File: src/rtl/dma_priority_arbiter.sv
// Four-channel DMA request arbiter. Grants are fixed (ch0 highest) or rotating, and each grant is held until service ends.
// Latency: SwReq to grant takes 1 edge; DREQ to grant takes SYNC_STAGES+1 edges. All outputs are registered.
// Backpressure: ArbEnable gates new grants. A grant is held until ServiceDone, then the grant line stays low for at least 2 cycles.
module dma_priority_arbiter #(
  parameter int SYNC_STAGES = 2
) (
  input  logic       CLK,
  input  logic       RESET_N,
  input  logic [3:0] DREQ,
  input  logic       DreqActiveLow,
  input  logic       RotatingPriority,
  input  logic [3:0] MaskBits,
  input  logic [3:0] SwReq,
  input  logic       ArbEnable,
  input  logic       ServiceDone,
  input  logic       MasterClear,
  output logic       ValidReqID,
  output logic [1:0] ReqID
);

  typedef enum logic [1:0] {IDLE, GRANT, RELEASE} state_t;

  state_t     state;
  logic [3:0] syncFf [SYNC_STAGES];
  logic [1:0] topPri;
  logic [1:0] startPri;
  logic [1:0] idx;
  logic [1:0] winner;
  logic [3:0] effReq;

  // Polarity is normalised before the first flop, so cleared flops read as "no request".
  always_ff @(posedge CLK or negedge RESET_N) begin
    if (!RESET_N) begin
      for (int s = 0; s < SYNC_STAGES; s++) syncFf[s] <= '0;
    end else if (MasterClear) begin
      for (int s = 0; s < SYNC_STAGES; s++) syncFf[s] <= '0;
    end else begin
      syncFf[0] <= DREQ ^ {4{DreqActiveLow}};
      for (int s = 1; s < SYNC_STAGES; s++) syncFf[s] <= syncFf[s-1];
    end
  end

  assign effReq   = (syncFf[SYNC_STAGES-1] | SwReq) & ~MaskBits;
  assign startPri = RotatingPriority ? topPri : 2'd0;

  // Scan from lowest to highest priority so the highest-priority requester is written last.
  always_comb begin
    winner = startPri;
    idx    = '0;
    for (int k = 3; k >= 0; k--) begin
      idx = startPri + 2'(k);
      if (effReq[idx]) winner = idx;
    end
  end

  always_ff @(posedge CLK or negedge RESET_N) begin
    if (!RESET_N) begin
      state      <= IDLE;
      ValidReqID <= 1'b0;
      ReqID      <= 2'd0;
      topPri     <= 2'd0;
    end else if (MasterClear) begin
      state      <= IDLE;
      ValidReqID <= 1'b0;
      ReqID      <= 2'd0;
      topPri     <= 2'd0;
    end else begin
      case (state)
        IDLE: begin
          if (ArbEnable && (|effReq)) begin
            ReqID      <= winner;
            ValidReqID <= 1'b1;
            state      <= GRANT;
          end else begin
            ValidReqID <= 1'b0;
          end
        end
        GRANT: begin
          if (ServiceDone) begin
            ValidReqID <= 1'b0;
            state      <= RELEASE;
            // The channel just serviced drops to lowest priority.
            if (RotatingPriority) topPri <= ReqID + 2'd1;
          end
        end
        RELEASE: begin
          ValidReqID <= 1'b0;
          state      <= IDLE;
        end
        default: begin
          ValidReqID <= 1'b0;
          state      <= IDLE;
        end
      endcase
    end
  end

endmodule

File: config.mk
export PLATFORM = sky130hd
export DESIGN_NAME = dma_priority_arbiter
export DESIGN_NICKNAME = d
export VERILOG_FILES = /design/src/rtl/dma_priority_arbiter.sv
export SDC_FILE = /design/constraint.sdc
export NUM_CORES = 1
export LEC_CHECK = 0
export BUFFER_PORTS_ARGS = -buffer_cell sky130_fd_sc_hd__buf_2
export CORE_UTILIZATION = 30
export DETAILED_ROUTE_END_ITERATION = 7
export MAX_ROUTING_LAYER = met4
export PLACE_DENSITY_LB_ADDON = 0.25
export SKIP_LAST_GASP = 1
export SLEW_MARGIN = 20
export SYNTH_ARGS = -nofsm -noshare
export SYNTH_HDL_FRONTEND = slang
export SYNTH_SLANG_ARGS = --single-unit
File: constraint.sdc
create_clock -name CLK -period 2.4 [get_ports CLK]
set_input_delay 0.36 -clock CLK [delete_from_list [all_inputs] [get_ports CLK]]
set_output_delay 0.36 -clock CLK [all_outputs]
set_load 0.05 [all_outputs]
### After elaboration in Yosys (flattened, before gate mapping)

Cells that the tools add are included.

| word-level totals | value |
|---|---|
| register bits after elaboration | 15 |
| bits of input ports | 19 |
| output and inout bits | 3 |

| operators by class | value |
|---|---|
| add/subtract/negate cells | 4 |
| magnitude comparators | 4 |
| eq/ne operators | 3 |
| multiplexer cells | 29 |
| bitwise operators | 4 |
| reduce and logical (&&, ||, !) cells | 11 |

Operator list:

| operator | count |
|---|---|
| 2-bit 2-to-1 mux | 15 |
| 2-bit by 3-bit < comparator with 1-bit output (second input constant) | 4 |
| 2-bit nonzero test | 5 |
| 1-bit binary-select mux with 2-bit select | 4 |
| 8-bit 2-to-1 mux | 1 |
| 1-bit 2-to-1 mux | 7 |
| 3-bit inequality test (second input constant) | 2 |
| 2-bit by 1-bit adder with 2-bit output (second input constant) | 2 |
| 2-bit adder (second input constant) | 2 |
| 4-bit AND | 1 |
| 4-bit inverter | 1 |
| 4-bit OR | 1 |
| 2-bit case mux with 2 select lines | 1 |
| 2-bit AND reduction | 2 |
| 4-bit OR reduction | 1 |
| 4-bit bitwise XOR | 1 |
| 3-bit AND reduction | 1 |
| 2-bit by 1-bit equality test with 1-bit output (second input constant) | 1 |
| 2-bit zero test | 1 |
| 1-bit case mux with 2 select lines | 1 |
| 1-bit logical AND | 1 |

### Longest topological paths before layout

Gate-level depths: netlist of run 1.

| logic depth | value |
|---|---|
| depth after elaboration | 11 |
| gate-level depth with buffers | 5 |

### Worst setup path after synthesis of run 1

No wires, ideal clock.

| timing | value |
|---|---|
| path kind | register to register |
| start | register topPri[1] |
| end | register ReqID[0] |
| library setup time | 129 ps |
| arrival time | 1,215 ps |
| path slack | 1,055 ps |
| stages on the path, launching flop included | 6 |
| buffers on the path | 1 |
| clock period less this slack | 1,345 ps |
| cells stage by stage | dfrtp_1 -> clkbuf_2 -> xor2_1 -> and3_1 -> a221oi_1 -> o41a_1 |

| on the way | value |
|---|---|
| longest elaborated chain between the ends | 11 |
| elaborated cells between the ends (all ways) | 19 |
| classes of those cells | add/sub (3); mux (16) |

RTL lines:

| item | RTL line | RTL |
|---|---|---|
| from (decl) | 25 | `logic [1:0] topPri;` |
| from (signal assigned) | 83 | `if (RotatingPriority) topPri <= ReqID + 2'd1;` |
| 2-bit 2-to-1 mux * | 44 | `assign startPri = RotatingPriority ? topPri : 2'd0;` |
| 2-bit adder | 51 | `idx = startPri + 2'(k);` |
| 1-bit binary-select mux with 2-bit select | 52 | `if (effReq[idx]) winner = idx;` |
| 1-bit 2-to-1 mux (implied by the code) | 52 |  |
| 2-bit 2-to-1 mux (3 in series) | 52 |  |
| 2-bit 2-to-1 mux * | 52 |  |
| 2-bit 2-to-1 mux * | 70 | `if (ArbEnable && (\|effReq)) begin` |
| 2-bit 2-to-1 mux * | 68 | `case (state)` |
| 2-bit 2-to-1 mux * | 62 | `end else if (MasterClear) begin` |
| to (signal assigned) | 71 | `ReqID <= winner;` |
| to (decl) | 18 | `output logic [1:0] ReqID` |

Mark *: on every way between the ends. The rest lies on a longest branch, timed or not. The select of a mux whose other input is x is not followed.
A chain may end at the register's enable or synchronous reset.

### Worst setup path in the final report of run 1

| timing | value |
|---|---|
| start | register state[0] |
| end | register ReqID[0] |

| on the way | value |
|---|---|
| longest elaborated chain between the ends | 3 |

RTL lines:

| item | RTL line | RTL |
|---|---|---|
| from (decl) | 23 | `state_t state;` |
| from (signal assigned) | 58 | `state <= IDLE;` |
| from (signal assigned) | 63 | `state <= IDLE;` |
| from (signal assigned) | 73 | `state <= GRANT;` |
| 2-bit zero test | 68 |  |
| 2-bit nonzero test (no source line) | n/a |  |
| 2-bit AND reduction (no source line) | n/a |  |

No other way between the ends.

==> results of run 1 <==
[routing by layer]
| layer | track usage | share of wire | wire [µm] |
|---|---|---|---|
| met3 | 0.0367 | 0.063 | 96 |
| met4 | 0.0658 | 0.0092 | 14 |
| met5 | - | 0 | 0 |
| met2 | 0.191 | 0.44 | 661 |
| met1 | 0.169 | 0.49 | 745 |
[state kept, by name, summed over array words and instances, names as in the netlist]
signal	count
syncFf	8
ReqID	2
state	2
topPri	2
ValidReqID	1
[metrics by stage]
step	hold WS, ns	cells	util	total power, mW	instance area (µm²)
2_1_floorplan	0.0644	79	-	0.351	810
3_3_place_gp	0.282	126	0.371	0.386	935
3_5_place_dp	0.291	126	0.371	0.387	935
4_1_cts	0.317	131	0.385	0.538	971
5_1_grt	0.314	131	0.385	0.558	971
6_report	0.325	131	0.385	0.528	971
[power breakdown]
group	internal [mW]	switching, mW
Sequential	0.268	0.0102
Clock	0.0645	0.0821
Combinational	0.0462	0.0576
[timing repair]
item / 4_1_cts / 5_1_grt
setup endpoints to repair: 0 / 0
hold endpoints to repair: 15 / 0
hold buffers: 1 / 0
[worst max path at each step]
stage	from	endpoint	slack, ns	depth (start not counted)
after floorplan	topPri[1]	ReqID[0]	1.06	5
after global placement	MaskBits[2]	ReqID[1]	0.74	5
after detailed placement	MaskBits[2]	ReqID[1]	0.83	5
after CTS	state[0]	ReqID[0]	0.92	4
after global routing	topPri[0]	ReqID[1]	0.75	4
final	state[0]	ReqID[0]	0.92	4
[layout make-up]
cell class / count / area [µm²] / area share
Multi-Input combinational cell: 57 / 405 / 0.418
Sequential cell: 15 / 375 / 0.387
Timing Repair Buffer: 22 / 115 / 0.119
Tap cell: 30 / 37.5 / 0.0387
Clock buffer: 4 / 26.3 / 0.0271
Inverter: 3 / 11.3 / 0.0116
[Yosys cell counts, types with 2 or more instances]
| master | n |
|---|---|
| dfrtp_1 | 15 |
| nor2_1 | 9 |
| a21oi_1 | 5 |
| nor2b_1 | 4 |
| xnor2_1 | 4 |
| inv_1 | 3 |
| nand2_1 | 3 |
| o21bai_1 | 3 |
| a211oi_1 | 2 |
| clkbuf_1 | 2 |
| nand2b_1 | 2 |
| nand4b_1 | 2 |
| o21ai_0 | 2 |
| o21bai_4 | 2 |
| xor2_1 | 2 |
[critical path, stage by stage (launching register included)]
cell and delay [ns]:
dfrtp_1 0.41, or3b_1 0.42, a41o_1 0.28, a21oi_1 0.16, o41a_1 0.15
[cell families after synthesis]
family | share of synthesized area
xor+xnor | 0.0649
compound gates | 0.233
flops | 0.464
buf+inv | 0.0355
simple gates | 0.202
==> results.sh, run 1 <==
export IMPL_dieHeight_um=53.9
export IMPL_dieArea_um2=2910
export IMPL_drtAntennaViolNets=0
export IMPL_yosysSeqAreaShare=0.464
export IMPL_path_class="register to register"
export IMPL_syn_avg_cell_area_um2=10.2
export IMPL_via_per_inst=4.95
export IMPL_post_cts_buffers=0
export IMPL_clock_fmax_mhz=676
export IMPL_port_buffers=21
export IMPL_drc=0
export IMPL_cap_violations=0
export IMPL_post_cts_resized=0
export IMPL_fillers=277
export IMPL_mostFrequentLayoutCell="buf_2"
export IMPL_yosysTopAreaCellShare=0.464
export IMPL_min_delay_start="DREQ[2]"
export IMPL_crit_path_start_kind="register"
export IMPL_cts_buffers=3
export IMPL_grt_max_degree=17
export IMPL_ys_seq_elements=15
export IMPL_clk_pin_slew_ns=0.09
export IMPL_hold_viol=0
export IMPL_cts_tree="built"
export IMPL_worstReg2RegEnd="ReqID[0]"
export IMPL_antenna_found_initial=0
export IMPL_setup_ws_ns=0.921
export IMPL_drive_above_1_share=0.287
export IMPL_synth_nets=98
export IMPL_leakage_nw=0.456
export IMPL_worst_slew_pin_slew_ns=0.413
export IMPL_fp_dieW_um=53.9
export IMPL_synth_cells=79
export IMPL_status="completed"
export IMPL_cp_end_kind="register"
export IMPL_syn_area_um2=810
export IMPL_ctsRootBufferMaster="clkbuf_4"
export IMPL_maxSlewViolCount=0
export IMPL_synth_area_leaders="dfrtp_1 (46%), o21bai_4 (4.6%), xnor2_1 (4.3%), nor2_1 (4.2%), a21oi_1 (3.1%)"
export IMPL_routed_wl_um=1520
export IMPL_io_pins=22
export IMPL_coreArea_um2=2520
export IMPL_rr_startpoint="state[0]"
export IMPL_required_ns=2.63
export IMPL_setup_violations=0
export IMPL_cts_sinks=15
export IMPL_hold_class="primary input to register"
export IMPL_place_ws_ns=0.835
export IMPL_yosysWarnings=0
export IMPL_finalNetCount=121
export IMPL_num_rows=18
export IMPL_firstDrtPassIters=4
export IMPL_synth_flop_cell="dfrtp_1"
export IMPL_grt_overflow_total=0
export IMPL_grt_pass1_wl_um=2600
export IMPL_worstHoldPathCells=3
export IMPL_period_share=0.616
export IMPL_clockBufferDepth=2
export IMPL_rsz0062_at_grt="no"
export IMPL_synthArstFlopShare=1.00
export IMPL_start_util=0.321
export IMPL_min_period_ns=1.48
export IMPL_reg2reg_depth=4
export IMPL_worstPathArrival_ns=1.70
export IMPL_area_growth_syn_to_layout_pct=19.9
export IMPL_regToRegSetupSlack_ns=0.92
export IMPL_final_cell_mix="buf_2 (21), dfrtp_1 (15), nor2_1 (9), a21oi_1 (5)"
export IMPL_grt_use_total=0.133
export IMPL_diodes=0
export IMPL_grt_pass1_vias=576
export IMPL_hpwl_um=1130
export IMPL_vdd_ir_drop_max_uv=314
export IMPL_synth_edff_count=0
export IMPL_cts_htree_levels=1
export IMPL_p_per_area_nw_per_um2=544
export IMPL_gp_routability_congestion=0.856
export IMPL_clk_latency_ns=0.28
export IMPL_slew_limit_headroom=0.724
export IMPL_routed_via_count=649
export IMPL_fin_tns_setup_ns=0
export IMPL_drt_iter0_drc=21
export IMPL_skew_ns=0.00224
export IMPL_yosysUniqueCellTypes=34
export IMPL_synth_largest_area_cell="dfrtp_1"
export IMPL_worst_path_max_fanout=5
export IMPL_hold_end="syncFf[6]"
export IMPL_wl_per_cell_um=11.6
No activity file was read; power rests on OpenSTA's default activity.
==> run 2: changes to the inputs <==
clock period = 1.3 ns   (was 2.4 ns; I/O delays follow)
==> run 2 against run 1 <==
The flow now finishes with violations (negative setup slack). Combinational power up 150%. Maximum frequency increased by 5.2%. Critical path depth fell by 1. Sequential cell count unchanged. Routed wire length increased by 14%. Design area grew 16%. Total power grew 95%. Worst hold slack worse by 0.16 ns. Sequential power up 85%. Largest power group unchanged.
==> results.sh, run 2 (synthesis gave the netlist of run 1 again) <==
export IMPL_via_per_inst=4.86
export IMPL_fillers=259
export IMPL_rsz0062_at_grt="yes"
export IMPL_grt_busiest_layer="met2"
export IMPL_cp_end_kind="register"
export IMPL_clk_latency_ns=0.27
export IMPL_clk_pin_slew_ns=0.08
export IMPL_largest_register_ffs=8
export IMPL_routed_via_count=700
export IMPL_antenna_found_initial=0
export IMPL_worstReg2RegEnd="ReqID[1]"
export IMPL_grt_use_met2=0.233
export IMPL_period_share=1.08
export IMPL_cts_buffers=3
export IMPL_worst_path_max_fanout=4
export IMPL_p_per_area_nw_per_um2=913
export IMPL_violations="negative setup slack"
export IMPL_firstDrtPassIters=4
export IMPL_hold_end="syncFf[6]"
export IMPL_min_delay_start="DREQ[2]"
export IMPL_status="complete, but fails checks"
export IMPL_drc=0
export IMPL_ctsRootBufferMaster="clkbuf_4"
export IMPL_drive_above_1_share=0.456
export IMPL_crit_path_start_kind="register"
export IMPL_wl_per_cell_um=12.1
export IMPL_rr_startpoint="state[0]"
export IMPL_vdd_ir_drop_max_uv=563
export IMPL_hold_class="primary input to register"
export IMPL_worst_slew_pin_slew_ns=0.334
export IMPL_cts_htree_levels=1
export IMPL_largest_register="syncFf"
export IMPL_slew_limit_headroom=0.777
export IMPL_coreArea_um2=2520
export IMPL_leakage_nw=0.524
export IMPL_worstHoldPathCells=3
export IMPL_grt_pass1_vias=652
export IMPL_grt_max_degree=16
export IMPL_worstPathArrival_ns=1.60
export IMPL_setup_violations=4
export IMPL_drt_iter0_drc=6
export IMPL_start_util=0.321
export IMPL_cap_violations=0
export IMPL_drtAntennaViolNets=0
export IMPL_mostFrequentLayoutCell="buf_2"
export IMPL_hold_viol=0
export IMPL_dieArea_um2=2910
export IMPL_utilization=0.447
export IMPL_hpwl_um=1290
export IMPL_fin_tns_setup_ns=-0.406
export IMPL_port_buffers=21
export IMPL_met3_usage=0.0198
export IMPL_path_class="register to register"
export IMPL_grt_use_total=0.143
export IMPL_area_growth_syn_to_layout_pct=39.3
export IMPL_diodes=0
export IMPL_clockBufferDepth=2
export IMPL_maxSlewViolCount=0
export IMPL_required_ns=1.49
export IMPL_min_period_ns=1.41
export IMPL_skew_ns=0.000965
export IMPL_clock_fmax_mhz=711
export IMPL_reg2reg_depth=3
export IMPL_grt_pass1_wl_um=2880
export IMPL_routed_wl_um=1740
export IMPL_grt_overflow_total=0
export IMPL_finalNetCount=134
export IMPL_cts_sinks=15
export IMPL_fp_dieW_um=53.9
export IMPL_final_cell_mix="buf_2 (21), dfrtp_1 (14), buf_4 (12), nor2_1 (9)"
export IMPL_dieHeight_um=53.9
export IMPL_use_met1=0.173
export IMPL_regToRegSetupSlack_ns=-0.11
export IMPL_io_pins=22
export IMPL_setup_ws_ns=-0.106
export IMPL_cts_tree="built"
export IMPL_gp_routability_congestion=0.786
export IMPL_num_rows=18
[run 2: critical path: stages (launching register included)]
cell and delay (ns):
dfrtp_1 0.40, or3b_4 0.41, a41o_4 0.27, o31ai_2 0.24
[run 2: what timing repair did]
action,4_1_cts,5_1_grt
gates cloned,0,0
endpoints found under the hold margin,15,0
gates resized for setup,5,9
pin swaps,0,3
endpoints found under the setup margin,4,4
hold buffers,1,0
buffers inserted,3,1
[run 2: worst max-delay path by stage]
stage                        start  slack [ns]  depth (start not counted)  endpoint
after detailed placement  state[1]       -0.15                          4  ReqID[0]
after CTS                 state[1]        -0.1                          4  ReqID[0]
after global placement    state[1]       -0.15                          4  ReqID[0]
final                     state[0]       -0.11                          3  ReqID[1]
after global routing      state[0]       -0.17                          4  ReqID[0]
after floorplan           state[1]       -0.02                          4  ReqID[0]
[run 2: area by class of cell]
class | count | area (µm²) | share of cell area
well taps | 30 | 37.5 | 0.0333
repair buffers | 35 | 216 | 0.192
multi-input cells | 57 | 459 | 0.407
flip-flops and latches | 15 | 377 | 0.334
inverters | 3 | 11.3 | 0.00999
clock buffers | 4 | 26.3 | 0.0233
[run 2: per-stage QoR]
step	total power, mW	cells	hold slack [ns]	worst slack [ns]	cell area, µm²
3_3_place_gp	0.734	135	0.113	-0.151	1000
2_1_floorplan	0.650	79	-0.101	-0.0239	818
6_report	1.03	144	0.163	-0.106	1130
5_1_grt	1.09	144	0.159	-0.173	1130
4_1_cts	1.01	143	0.158	-0.0995	1080
3_5_place_dp	0.736	135	0.117	-0.147	1000
[run 2: where the power goes]
group	switching (mW)	total (mW)	internal, mW
combinational	0.129	0.257	0.128
clock	0.139	0.258	0.119
sequential	0.0195	0.514	0.495
[run 2: per-layer routing]
layer  wire (µm)  up-vias
met5           0        -
met4          14        0
met3          65        2
met2         858       13
met1         797      335
li1            -      350
==> run 3: changes to the inputs <==
--- a/config.mk
+++ b/config.mk
@@ -8,2 +8,3 @@
 export BUFFER_PORTS_ARGS = -buffer_cell sky130_fd_sc_hd__buf_2
+export CORE_ASPECT_RATIO = 1.1
 export CORE_UTILIZATION = 30
==> constraint.sdc (replaced) <==
create_clock -name CLK -period 1.3 [get_ports CLK]
set_input_delay 0.325 -clock CLK [delete_from_list [all_inputs] [get_ports CLK]]
set_output_delay 0.325 -clock CLK [all_outputs]
set_load 0.05 [all_outputs]
==> run 3 against run 2 <==
The flow still finishes with violations (negative setup slack). Clock power about the same. Design area shrank 1.0%. Via count is 0.57% higher. Non-clock buffer count down 1. Utilization decreased by 0.40 points. Register-to-register slack hardly changed.
==> results.sh, run 3 (synthesis gave the netlist of run 1 again) <==
export IMPL_setup_violations=4
export IMPL_cap_violations=0
export IMPL_vdd_ir_drop_max_uv=452
export IMPL_cts_htree_levels=1
export IMPL_min_period_ns=1.42
export IMPL_grt_pass1_vias=696
export IMPL_io_pins=22
export IMPL_setup_ws_ns=-0.117
export IMPL_fin_tns_setup_ns=-0.412
export IMPL_required_ns=1.52
export IMPL_worstPathArrival_ns=1.64
export IMPL_start_util=0.321
export IMPL_regToRegSetupSlack_ns=-0.12
export IMPL_grt_max_degree=17
export IMPL_design_area_um2=1120
export IMPL_hold_class="primary input to register"
export IMPL_grt_pass1_wl_um=3020
export IMPL_path_class="register to register"
export IMPL_hold_viol=0
export IMPL_mostFrequentLayoutCell="buf_2"
export IMPL_cts_buffers=3
export IMPL_routed_wl_um=1760
export IMPL_drtAntennaViolNets=0
export IMPL_leakage_nw=0.514
export IMPL_skew_ns=0.00862
export IMPL_via_per_inst=4.89
export IMPL_drc=0
export IMPL_place_area_um2=1030
export IMPL_p_per_area_nw_per_um2=916
export IMPL_drive_above_1_share=0.442
export IMPL_largest_register_ffs=8
export IMPL_maxSlewViolCount=0
export IMPL_wl_per_cell_um=12.2
export IMPL_diodes=0
export IMPL_coreArea_um2=2520
export IMPL_port_buffers=21
export IMPL_clk_pin_slew_ns=0.09
export IMPL_hpwl_um=1270
export IMPL_cts_tree="built"
export IMPL_clockBufferDepth=2
export IMPL_dieArea_um2=2910
export IMPL_worst_path_max_fanout=4
export IMPL_violations="negative setup slack"
export IMPL_final_cell_mix="buf_2 (19), dfrtp_1 (13), buf_4 (13), nor2_1 (9)"
export IMPL_fp_dieW_um=51.5
export IMPL_crit_path_start_kind="register"
export IMPL_cp_end_kind="register"
export IMPL_power_mw=1.02
export IMPL_firstDrtPassIters=4
export IMPL_dieHeight_um=56.5
export IMPL_finalNetCount=133
export IMPL_clk_latency_ns=0.28
export IMPL_status="complete, but fails checks"
export IMPL_ctsRootBufferMaster="clkbuf_4"
export IMPL_drt_iter0_drc=13
export IMPL_grt_overflow_total=0
export IMPL_antenna_found_initial=0
export IMPL_largest_register="syncFf"
export IMPL_post_cts_buffers=0
export IMPL_grt_use_total=0.145
export IMPL_area_growth_syn_to_layout_pct=37.9
export IMPL_routed_via_count=704
export IMPL_period_share=1.09
export IMPL_slew_limit_headroom=0.776
export IMPL_gp_routability_congestion=0.808
export IMPL_clock_fmax_mhz=706
export IMPL_cts_sinks=15
export IMPL_rsz0062_at_grt="yes"
export IMPL_worst_slew_pin_slew_ns=0.335
export IMPL_num_rows=19
## run 3: area by class of cell
class,count,area [µm²]
Clock buffer,4,26.3
Timing Repair Buffer,34,214
Inverter,3,11.3
Multi-Input combinational cell,57,448
Tap cell,31,38.8
Fill cell,281,1400
Sequential cell,15,378
## run 3: timing repair
item | CTS | global route
hold endpoints to repair | 15 | 0
pin swaps | 2 | 0
hold buffers | 1 | 0
gates resized for setup | 11 | 4
gates cloned | 0 | 0
setup endpoints to repair | 6 | 4
## run 3: routing by layer
layer	global-route usage	share of wire
met5	-	0
met2	0.247	0.50
met4	0.0849	0.031
met3	0.0163	0.036
met1	0.159	0.43
## run 3: final timing paths
check	startpoint	end	cells after the start
worst max register to register	state[0]	ReqID[0]	4
worst min-delay path	DREQ[2]	syncFf[6]	3
worst min register to register	syncFf[4]	syncFf[0]	1
max in group asynchronous	RESET_N	topPri[0]	2
worst max-delay path	state[0]	ReqID[0]	4
min in group asynchronous	RESET_N	ReqID[0]	2
## run 3: report_power, final
part | internal, mW | leakage (nW) | switching (mW)
combinational | 0.124 | 0.302 | 0.124
sequential | 0.495 | 0.197 | 0.0210
clock | 0.119 | 0.0150 | 0.140
## run 3: worst max-delay path, cell delays in order (launching register included)
cell	delay (ns)
dfrtp_1	0.39
or3b_4	0.42
a41o_4	0.28
a21oi_2	0.12
o41a_1	0.15
## run 3: stage by stage
| stage | util | worst slack, ns | std cells | hold WS, ns |
|---|---|---|---|---|
| floorplan | - | -0.0239 | 79 | 0.0294 |
| global placement | 0.407 | -0.178 | 139 | 0.247 |
| detailed placement | 0.407 | -0.228 | 139 | 0.247 |
| CTS | 0.437 | -0.103 | 144 | 0.285 |
| global route | 0.443 | -0.158 | 144 | 0.299 |
| finish | 0.443 | -0.117 | 144 | 0.285 |
